$ cat src/rtl/ballot_controller.sv
// ballot_controller: sequences one voter's session on the EVM ballot unit.
// Officer arm edge -> accept exactly one clean candidate press -> hand the
// choice to the tally over valid/ack -> light the confirm LED -> relock.
// Optional feature: define BALLOT_TIMEOUT_EN to drop an unused ARMED session
// back to IDLE after TIMEOUT_CYCLES cycles without an accepted press.
module ballot_controller #(
    parameter int unsigned CONFIRM_CYCLES = 16,
    parameter int unsigned VCNT_W         = 8,
    parameter int unsigned TIMEOUT_CYCLES = 1024
) (
    input  logic              clk,
    input  logic              rst_n,
    input  logic [3:0]        btn,
    input  logic              arm,
    input  logic              close,
    input  logic              tally_ack,
    output logic              vote_valid,
    output logic [1:0]        vote_idx,
    output logic [3:0]        led,
    output logic [2:0]        rgb,
    output logic [VCNT_W-1:0] voter_cnt,
    output logic              poll_closed
);

    localparam int unsigned CW = (CONFIRM_CYCLES > 1) ? $clog2(CONFIRM_CYCLES) : 1;

    localparam logic [2:0] RgbIdle    = 3'b001;
    localparam logic [2:0] RgbArmed   = 3'b010;
    localparam logic [2:0] RgbConfirm = 3'b100;
    localparam logic [2:0] RgbClosed  = 3'b111;

    typedef enum logic [2:0] {
        StIdle,
        StArmed,
        StSend,
        StConfirm,
        StClosed
    } state_t;

    state_t          state;
    logic [3:0]      btn_q;
    logic            arm_q;
    logic            close_pend;
    logic [CW-1:0]   timer;

`ifdef BALLOT_TIMEOUT_EN
    localparam int unsigned TW = (TIMEOUT_CYCLES > 1) ? $clog2(TIMEOUT_CYCLES) : 1;
    logic [TW-1:0]   tmo;
`endif

    logic            btn_onehot;
    logic            press;
    logic            arm_rise;
    logic [1:0]      btn_enc;
    logic            vote_done;
    logic            go_close;
    logic [VCNT_W-1:0] cnt_inc;

    function automatic logic [3:0] idx_to_led(input logic [1:0] idx);
        return 4'b0001 << idx;
    endfunction

    // A press only counts when exactly one button is down and all were up last cycle.
    assign btn_onehot = (btn != 4'b0000) && ((btn & (btn - 4'd1)) == 4'b0000);
    assign press      = btn_onehot && (btn_q == 4'b0000);
    assign arm_rise   = arm && !arm_q;
    assign vote_done  = (state == StSend) && tally_ack;
    assign cnt_inc    = (voter_cnt == {VCNT_W{1'b1}}) ? voter_cnt : voter_cnt + 1'b1;

    // Encode the single pressed button into a candidate index.
    always_comb begin
        btn_enc = 2'd0;
        case (btn)
            4'b0010: btn_enc = 2'd1;
            4'b0100: btn_enc = 2'd2;
            4'b1000: btn_enc = 2'd3;
            default: btn_enc = 2'd0;
        endcase
    end

    // Poll close wins everywhere except an open handshake, which must finish first.
    always_comb begin
        go_close = 1'b0;
        case (state)
            StIdle, StArmed, StConfirm: go_close = close;
            StSend:                     go_close = tally_ack && (close || close_pend);
            default:                    go_close = 1'b0;
        endcase
    end

    // Edge-detect history for the buttons and the officer arm switch.
    always_ff @(posedge clk or negedge rst_n) begin
        if (!rst_n) begin
            btn_q <= 4'hF;
            arm_q <= 1'b0;
        end else begin
            btn_q <= btn;
            arm_q <= arm;
        end
    end

    // Session state machine with registered outputs.
    always_ff @(posedge clk or negedge rst_n) begin
        if (!rst_n) begin
            state       <= StIdle;
            vote_valid  <= 1'b0;
            vote_idx    <= 2'd0;
            led         <= 4'b0000;
            rgb         <= RgbIdle;
            voter_cnt   <= '0;
            poll_closed <= 1'b0;
            close_pend  <= 1'b0;
            timer       <= '0;
`ifdef BALLOT_TIMEOUT_EN
            tmo         <= '0;
`endif
        end else begin
            if (vote_done) begin
                voter_cnt <= cnt_inc;
            end
            if (go_close) begin
                state       <= StClosed;
                vote_valid  <= 1'b0;
                led         <= 4'b0000;
                rgb         <= RgbClosed;
                poll_closed <= 1'b1;
            end else begin
                unique case (state)
                    StIdle: begin
                        if (arm_rise) begin
                            state <= StArmed;
                            rgb   <= RgbArmed;
`ifdef BALLOT_TIMEOUT_EN
                            tmo   <= '0;
`endif
                        end
                    end
                    StArmed: begin
                        if (press) begin
                            state      <= StSend;
                            vote_idx   <= btn_enc;
                            vote_valid <= 1'b1;
                            led        <= idx_to_led(btn_enc);
                            close_pend <= 1'b0;
                        end
`ifdef BALLOT_TIMEOUT_EN
                        // A press on the final cycle is taken above before timing out.
                        else if (tmo == TW'(TIMEOUT_CYCLES - 1)) begin
                            state <= StIdle;
                            rgb   <= RgbIdle;
                        end else begin
                            tmo <= tmo + 1'b1;
                        end
`endif
                    end
                    StSend: begin
                        if (tally_ack) begin
                            state      <= StConfirm;
                            vote_valid <= 1'b0;
                            rgb        <= RgbConfirm;
                            timer      <= CW'(CONFIRM_CYCLES - 1);
                        end else if (close) begin
                            // Remember a close seen mid-handshake; honoured at ack.
                            close_pend <= 1'b1;
                        end
                    end
                    StConfirm: begin
                        if (timer == '0) begin
                            state <= StIdle;
                            led   <= 4'b0000;
                            rgb   <= RgbIdle;
                        end else begin
                            timer <= timer - 1'b1;
                        end
                    end
                    StClosed: begin
                        state <= StClosed;
                    end
                    default: begin
                        state      <= StIdle;
                        vote_valid <= 1'b0;
                        led        <= 4'b0000;
                        rgb        <= RgbIdle;
                    end
                endcase
            end
        end
    end

endmodule

$ cat config.mk
export PLATFORM = sky130hd
export DESIGN_NAME = ballot_controller
export DESIGN_NICKNAME = d
export VERILOG_FILES = /design/src/rtl/ballot_controller.sv
export SDC_FILE = /design/constraint.sdc
export NUM_CORES = 1
export LEC_CHECK = 0
export ABC_CLOCK_PERIOD_IN_PS = 2900
export CAP_MARGIN = 20
export CORE_MARGIN = 2
export CORE_UTILIZATION = 55
export DETAILED_ROUTE_END_ITERATION = 8
export GPL_TIMING_DRIVEN = 0
export PLACE_DENSITY_LB_ADDON = 0.08
export SKIP_CTS_REPAIR_TIMING = 1
export SLEW_MARGIN = 10
export SYNTH_ARGS = -nofsm -noshare
export SYNTH_HDL_FRONTEND = slang
export SYNTH_SLANG_ARGS = --single-unit
$ cat constraint.sdc
create_clock -name clk -period 2.9 [get_ports clk]
set_input_delay 0.435 -clock clk [delete_from_list [all_inputs] [get_ports clk]]
set_output_delay 0.435 -clock clk [all_outputs]
set_load 0.03 [all_outputs]
== After elaboration in Yosys (flattened, before gate mapping) ==
Cells that the tools add are included.

* Register bits after elaboration: 32
* Input port bits: 9
* Output and inout port bits: 19
* Word-level logic and storage cells: 92

* Add/subtract/negate cells: 3
* Equal/unequal tests: 20
* Shifts and indexed selects: 1
* Multiplexer cells: 28
* Bitwise operators: 3
* Reductions and logical operators: 26

{| class="wikitable"
|+ Operators with widths
! operator !! count
|-
| 3-bit 2-to-1 mux || 9
|-
| 4-bit 2-to-1 mux || 5
|-
| 3-bit case mux with 5 select lines || 1
|-
| 4-bit logical NOT || 3
|-
| 3-bit != test, second input constant || 4
|-
| 3-bit case mux with 4 select lines || 1
|-
| 4-bit case mux with 3 select lines || 1
|-
| 4-bit AND reduction || 3
|-
| 2-bit != test, second input constant || 5
|-
| 3-bit AND reduction || 3
|-
| 3-bit OR reduction || 3
|-
| 8-bit by 1-bit adder with 8-bit output, second input constant || 1
|-
| 8-bit equality test, second input constant || 1
|-
| 4-bit case mux with 2 select lines || 1
|-
| 4-bit by 1-bit subtractor with 4-bit output, second input constant || 2
|-
| 3-bit by 2-bit equality test with 1-bit output, second input constant || 2
|-
| 1-bit 2-to-1 mux || 6
|-
| 2-bit by 1-bit != test with 1-bit output, second input constant || 3
|-
| 2-bit case mux with 3 select lines || 1
|-
| 1-bit logical AND || 5
|-
| 5-bit AND reduction || 1
|-
| 4-bit AND || 1
|-
| 4-bit by 2-bit equality test with 1-bit output, second input constant || 1
|-
| 4-bit by 3-bit equality test with 1-bit output, second input constant || 1
|-
| other kinds (14) || 17
|}

== Depth between registers and ports, before layout ==
Gate-level depths: netlist (run 1).

* Depth after elaboration: 8
* Gate-level depth with buffers: 8
* Mapped depth without buffers: 7

== Worst setup path after synthesis (run 1) ==
No wires, ideal clock.

* Path type: flip-flop to flip-flop
* Start: register voter_cnt[0]
* End: register voter_cnt[5]
* Library setup time: 0.080 ns
* Arrival: 1.812 ns
* Required time: 2.820 ns
* Slack: 1.007 ns
* Cell stages (with the launch flop): 7
* Path buffers: 0
* Clock period less this slack: 1.893 ns
* Cells stage by stage: dfrtp_1 > ha_1 > and3_1 > a31oi_1 > nand4_1 > nor2_1 > xor2_1

* Word-level cells in the longest chain between the ends: 3
* Elaborated cells between the ends (all ways): 4
* Those cells by class: 1 x add/sub; 1 x eq/ne; 1 x bitwise; 1 x reduce/logical

{| class="wikitable"
|+ Ends and longest elaborated chain
! element !! RTL line !! source
|-
| start, declared || 21 || <nowiki>output logic [VCNT_W-1:0] voter_cnt,</nowiki>
|-
| start signal, assigned || 119 || <nowiki>voter_cnt <= cnt_inc;</nowiki>
|-
| branches (longest 3 deep; another with 8-bit by 1-bit adder with 8-bit output) || -- ||
|}

Several ways; the timed one is not identified.
A chain may end at the register's enable or synchronous reset.

== Final worst setup path (run 1) ==
* Start: input tally_ack
* End: register voter_cnt[5]

* Word-level cells in the longest chain between the ends: 2

{| class="wikitable"
|+ Ends and longest elaborated chain
! element !! RTL line !! source
|-
| start, declared || 16 || <nowiki>input logic tally_ack,</nowiki>
|-
| 1-bit logical AND || 67 || <nowiki>assign vote_done = (state == StSend) && tally_ack;</nowiki>
|-
| 2-bit AND reduction (no source line) || -- ||
|}

Every way passes these cells.

==> results of run 1 <==
[cell usage after synthesis (2+ instances only)]
cell type,number,area share
dfrtp_1,27,0.42
a21oi_1,11,0.034
nand2_1,11,0.026
nor2_1,10,0.023
xnor2_1,8,0.043
inv_1,6,0.014
dfstp_2,5,0.081
mux2_2,5,0.035
nor3_1,5,0.015
o21ai_0,5,0.015
nand2b_1,4,0.015
mux2_4,3,0.028
nand4_1,3,0.012
nor3b_1,3,0.014
xor2_1,3,0.016
and3_1,2,0.0077
and3b_1,2,0.011
buf_2,2,0.0062
buf_6,2,0.014
ha_1,2,0.015
mux2i_1,2,0.012
nor2_2,2,0.0077
o21a_1,2,0.0093
[cells by family after synthesis]
logic type,count (synthesis),synth area share
xor gates and xnor gates,11,0.0595
adders and majority gates,2,0.0155
buffers and inverters,11,0.0386
muxes,10,0.0750
AOI/OAI and AO/OA,28,0.119
DFF,32,0.498
and+or+nand+nor,52,0.194
[layout make-up]
type,count,area (um^2),share of cell area
sequential,32,807,0.407
multi-input combinational,103,749,0.378
buffer,5,40.0,0.0202
clock buffer,8,58.8,0.0297
tap,31,38.8,0.0196
inverter,6,22.5,0.0114
timing repair buffer,27,265,0.134
[registers in the layout, indices dropped and copies added (netlist names)]
name / flops
arm_q: 1
btn_q: 4
close_pend: 1
led: 4
poll_closed: 1
rgb: 3
state: 3
timer: 4
vote_idx: 2
vote_valid: 1
voter_cnt: 8
[worst max-delay path, cell delays in order]
cell	delay (ns)
clkdlybuf4s50_1	0.60
nand4bb_1	0.19
a31oi_1	0.49
nand4_1	0.26
nor2_1	0.17
xor2_1	0.16
[worst paths after layout]
check	slack, ns	endpoint	cells after the start
max	0.85	voter_cnt[5]	6
min	0.13	vote_idx[0]	1
max reg2reg	0.90	voter_cnt[5]	6
min reg2reg	0.48	poll_closed	1
max in group asynchronous	2.32	state[1]	1
min in group clk	0.48	poll_closed	1
[placed cells by master (no fill, tap or decap), drive strengths merged, types with 2 or more instances in the layout]
cell type,synthesis,final
a21oi,11,11
and3,2,2
and3b,2,2
buf,5,6
clkbuf,0,8
clkdlybuf4s50,0,26
dfrtp,27,27
dfstp,5,5
ha,2,2
inv,6,6
mux2,8,8
mux2i,2,2
nand2,11,11
nand2b,4,4
nand4,3,3
nor2,13,13
nor3,5,5
nor3b,4,4
o21a,2,2
o21ai,5,5
xnor2,8,8
xor2,3,3
[routing by layer]
metal	up-vias	global-route usage
li1	587	-
met1	584	0.261
met2	27	0.336
met3	6	0.0670
met4	0	0.0997
met5	-	0
[stage by stage]
| stage | power [mW] | hold WS, ns |
|---|---|---|
| 2_1_floorplan | 0.889 | 0.139 |
| 3_3_place_gp | 1.01 | 0.452 |
| 3_5_place_dp | 1.02 | 0.457 |
| 4_1_cts | 1.29 | 0.150 |
| 5_1_grt | 1.36 | 0.171 |
| 6_report | 1.27 | 0.133 |
[power breakdown]
part | total, mW | switching (mW) | internal, mW
Sequential | 0.555 | 0.0455 | 0.510
Clock | 0.265 | 0.146 | 0.119
Combinational | 0.454 | 0.245 | 0.209
Total | 1.27 | 0.436 | 0.839
==> run metrics, run 1 <==
outcome=finished, final reports clean; Post-synth EDFFs=0; Worst VDD drop=0.589 mV; die width=58.3 um; Port Buffers=27; GRT Resource Usage Total=0.211; CTS HTree Levels=2; Highest Signal Layer=met4; Worst-Skew Late Latency=0.33 ns; f_max=489 MHz; DP Area=1920 um^2; worst r2r src=voter_cnt[0]; ys async rst share=1.00; CTS tree=built; row cnt=19; number of remaining DRC errors=0; Worst Path Required=3.16 ns; Cell Pwr Density=643 nW/um^2; synth warn=0; vias per cell=5.68; Mean Syn Cell Area=11.1 um^2; CP Class=in2reg; met2 wire length=1500 um; worst slack, placed=0.521 ns; Worst EP arrival=2.31 ns; MaxCap Viol Count=0; Setup crit start kind=input port; Die Area=3390 um^2; Synth cell types=44; Starting Density=0.582; Crit Path Max Fanout=6; Final Cell Area=1980 um^2; core area=2780 um^2; FF+latch count, synth=32; Placed Cells incl. Taps=204; worst setup margin=0.853 ns; final std cells w/o fill=212; mapped cell area=1620 um^2; initial antenna violation count=0; min cycle time layout=2.05 ns; setup TNS=0 ns; clk root buf=clkbuf_4; final hold vios=0; gr ovfl total=0; Final Core Density=0.713; Final Cycle Share=0.706; area grow syn2layout=22.4%; Final GP Congestion=0.827; Lkg Pwr=0.858 nW; die height=58.3 um; I/O pins=28; Iteration-0 DRC Markers=17; clk sink count=32; final wirelength=3030 um; Routed met1 length=1310 um; Final Setup Violations=0; start point of the critical path=tally_ack; clk slew on worst S/H paths=0.09 ns; Inserted Diodes=0; routed via count=1204; final clock skew=0.00372 ns; Slew HR=0.545; Main synth FF type=dfrtp_1; wire length on met3=156 um; WL/cell=14.3 um; sequential fraction of the synthesis area=0.498; CTS Buffer Depth=2; detailed-router iteration count before antenna repair=4; DPL Wire Length=2250 um; Antenna Violating Nets Remaining=0; share of layout cells above drive strength 1=0.182; vias in the first global route=1185; first-pass GRT wire length=5300 um; CTS Buf Count=5; Syn Inst Count=146; fill cell count=216; worst hold path class=in2async; Nets=191; largest net degree at the start of global routing=33; Worst Tran Pin Value=0.682 ns; Post-Syn Nets=157; Critical Path End Type=register; fin. max-slew vios=0; RSZ-0062 raised after global routing=false
Power figures use the tool's default switching activity.
==> inputs of run 2 (changes only) <==
--- a/config.mk
+++ b/config.mk
@@ -5,10 +5,10 @@
 export SDC_FILE = /design/constraint.sdc
 export NUM_CORES = 1
 export LEC_CHECK = 0
-export ABC_CLOCK_PERIOD_IN_PS = 2900
+export ABC_CLOCK_PERIOD_IN_PS = 1800
 export CAP_MARGIN = 20
 export CORE_MARGIN = 2
-export CORE_UTILIZATION = 55
+export CORE_UTILIZATION = 47
 export DETAILED_ROUTE_END_ITERATION = 8
 export GPL_TIMING_DRIVEN = 0
 export PLACE_DENSITY_LB_ADDON = 0.08
==> constraint.sdc (replaced) <==
create_clock -name clk -period 1.8 [get_ports clk]
set_input_delay 0.27 -clock clk [delete_from_list [all_inputs] [get_ports clk]]
set_output_delay 0.27 -clock clk [all_outputs]
set_load 0.03 [all_outputs]
==> run metrics, run 2 (same netlist as run 1, synthesis figures left out) <==
outcome=finished with violations; failing checks=negative hold slack, negative setup slack; vias per cell=5.27; Most Crowded Layer GR=met2; Crit path max-delay family=simple AND/OR/NAND/NOR gates; Worst-Skew Late Latency=0.34 ns; critical-path cell list=inv_1 -> ha_2 -> or3b_4 -> nand2_2 -> a221oi_2 -> or2_4 -> mux2_4; net load switching power=755 uW; met2 Track Usage GR=0.266; clk sink count=32; core area=3310 um^2; Final Setup Violations=4; Critical Path End Type=register; RSZ-0062 raised after global routing=true; fill cell count=280; die height=62.7 um; area grow syn2layout=31.7%; Worst Path Required=2.03 ns; clk slew on worst S/H paths=0.09 ns; Die Area=3930 um^2; first-pass GRT wire length=5430 um; gr ovfl total=0; worst setup margin=-0.0727 ns; DP Area=1950 um^2; clk root buf=clkbuf_4; I/O pins=28; Worst VDD drop=0.586 mV; worst hold path class=in2async; initial antenna violation count=0; Inserted Diodes=0; routed via count=1228; switch share=0.342; Cell Pwr Density=1040 nW/um^2; met1 usage=0.242; WL/cell=13.6 um; commonest non-fill, non-tap cell in the layout=dfrtp_1; final wirelength=3170 um; internal power=1.46 mW; Final Cell Area=2130 um^2; Nets=197; smallest hold slack=-0.0301 ns; Slew HR=0.530; CP Class=reg2reg; Final Cycle Share=1.04; highest-count cells in the layout ignoring fill and taps=dfrtp_1, clkdlybuf4s50_1, nor2_1; clock share of power=0.213; Seq pwr share=0.406; fin. max-slew vios=0; number of remaining DRC errors=0; die width=62.7 um; Logic pwr share=0.381; Final GP Congestion=0.815; vias in the first global route=1138; max FFs per register=8; Worst EP arrival=2.10 ns; CTS Buffer Depth=2; Final Core Density=0.644; detailed-router iteration count before antenna repair=4; Lkg Pwr=0.975 nW; CTS tree=built; min cycle time layout=1.87 ns; buffers and inverters on the worst path=1; GRT Resource Usage Total=0.176; Iteration-0 DRC Markers=73; MaxCap Viol Count=0; CTS Buf Count=5; largest net degree at the start of global routing=33; Crit Path Max Fanout=4; Port Buffers=27; Worst Tran Pin Value=0.706 ns; row cnt=21; f_max=534 MHz; CP max stage delay=0.42 ns; share of layout cells above drive strength 1=0.267; final clock skew=0.0125 ns; slowest CP cell=dfrtp_1; Setup crit start kind=register; Antenna Violating Nets Remaining=0; Top reg by flops=voter_cnt; CTS HTree Levels=2; Starting Density=0.489; met3 Track Usage GR=0.0559; DPL Wire Length=2190 um; final hold vios=27
## run 2: worst reg2reg max path, stage by stage, from the launching register on
cell and delay [ns]:
dfrtp_1 0.42, inv_1 0.07, ha_2 0.17, or3b_4 0.40, nand2_2 0.07, a221oi_2 0.05
or2_4 0.28, mux2_4 0.30
## run 2: worst paths after layout
check | from | to | slack, ns | depth (start not counted)
max in group asynchronous | rst_n | voter_cnt[0] | 1.34 | 1
worst min-delay path | rst_n | led[3] | -0.03 | 1
min in group clk | btn[1] | btn_q[1] | 0.42 | 1
worst min register to register | poll_closed | poll_closed | 0.47 | 1
worst max-delay path | timer[0] | led[2] | -0.07 | 7
worst max register to register | timer[0] | led[2] | -0.07 | 7
## run 2: per-layer routing
metal / up-vias / part of all wire
met5: - / 0
met4: 0 / 0.018
met3: 7 / 0.045
met2: 30 / 0.44
met1: 589 / 0.50
li1: 602 / -
## run 2: area by class of cell
| type | instances | area (um^2) | share of cell area |
|---|---|---|---|
| multi-input combinational | 103 | 815 | 0.382 |
| sequential | 32 | 808 | 0.379 |
| timing repair buffer | 34 | 332 | 0.156 |
| clock buffer | 8 | 68.8 | 0.0323 |
| tap | 46 | 57.6 | 0.0270 |
| buffer | 4 | 28.8 | 0.0135 |
| inverter | 6 | 22.5 | 0.0106 |
## run 2: power by group through the flow
stage / Sequential [mW] / Clock (mW) / Combinational [mW]
2_1_floorplan: 0.981 / 0 / 0.453
3_3_place_gp: 0.903 / 0 / 0.733
3_5_place_dp: 0.910 / 0 / 0.745
4_1_cts: 0.897 / 0.478 / 0.744
5_1_grt: 0.912 / 0.527 / 0.922
6_report: 0.898 / 0.472 / 0.842
## run 2: stage by stage
stage               setup TNS (ns)  cells  total power [mW]  worst slack [ns]  hold WS, ns
floorplan                  -0.0349    146              1.43           -0.0116      -0.0256
global placement             -6.29    219              1.64            -0.374        0.453
detailed placement           -3.46    219              1.65            -0.401        0.365
CTS                         -0.664    227              2.12            -0.145     -0.00678
global route                -0.608    233              2.36            -0.137       0.0237
finish                      -0.227    233              2.21           -0.0727      -0.0301
==> inputs of run 3 (changes only) <==
--- a/config.mk
+++ b/config.mk
@@ -5,7 +5,6 @@
 export SDC_FILE = /design/constraint.sdc
 export NUM_CORES = 1
 export LEC_CHECK = 0
-export ABC_CLOCK_PERIOD_IN_PS = 1800
 export CAP_MARGIN = 20
 export CORE_MARGIN = 2
 export CORE_UTILIZATION = 47
==> results of run 3 <==
The final DEF is identical to that of run 2; final timing and power are the same.
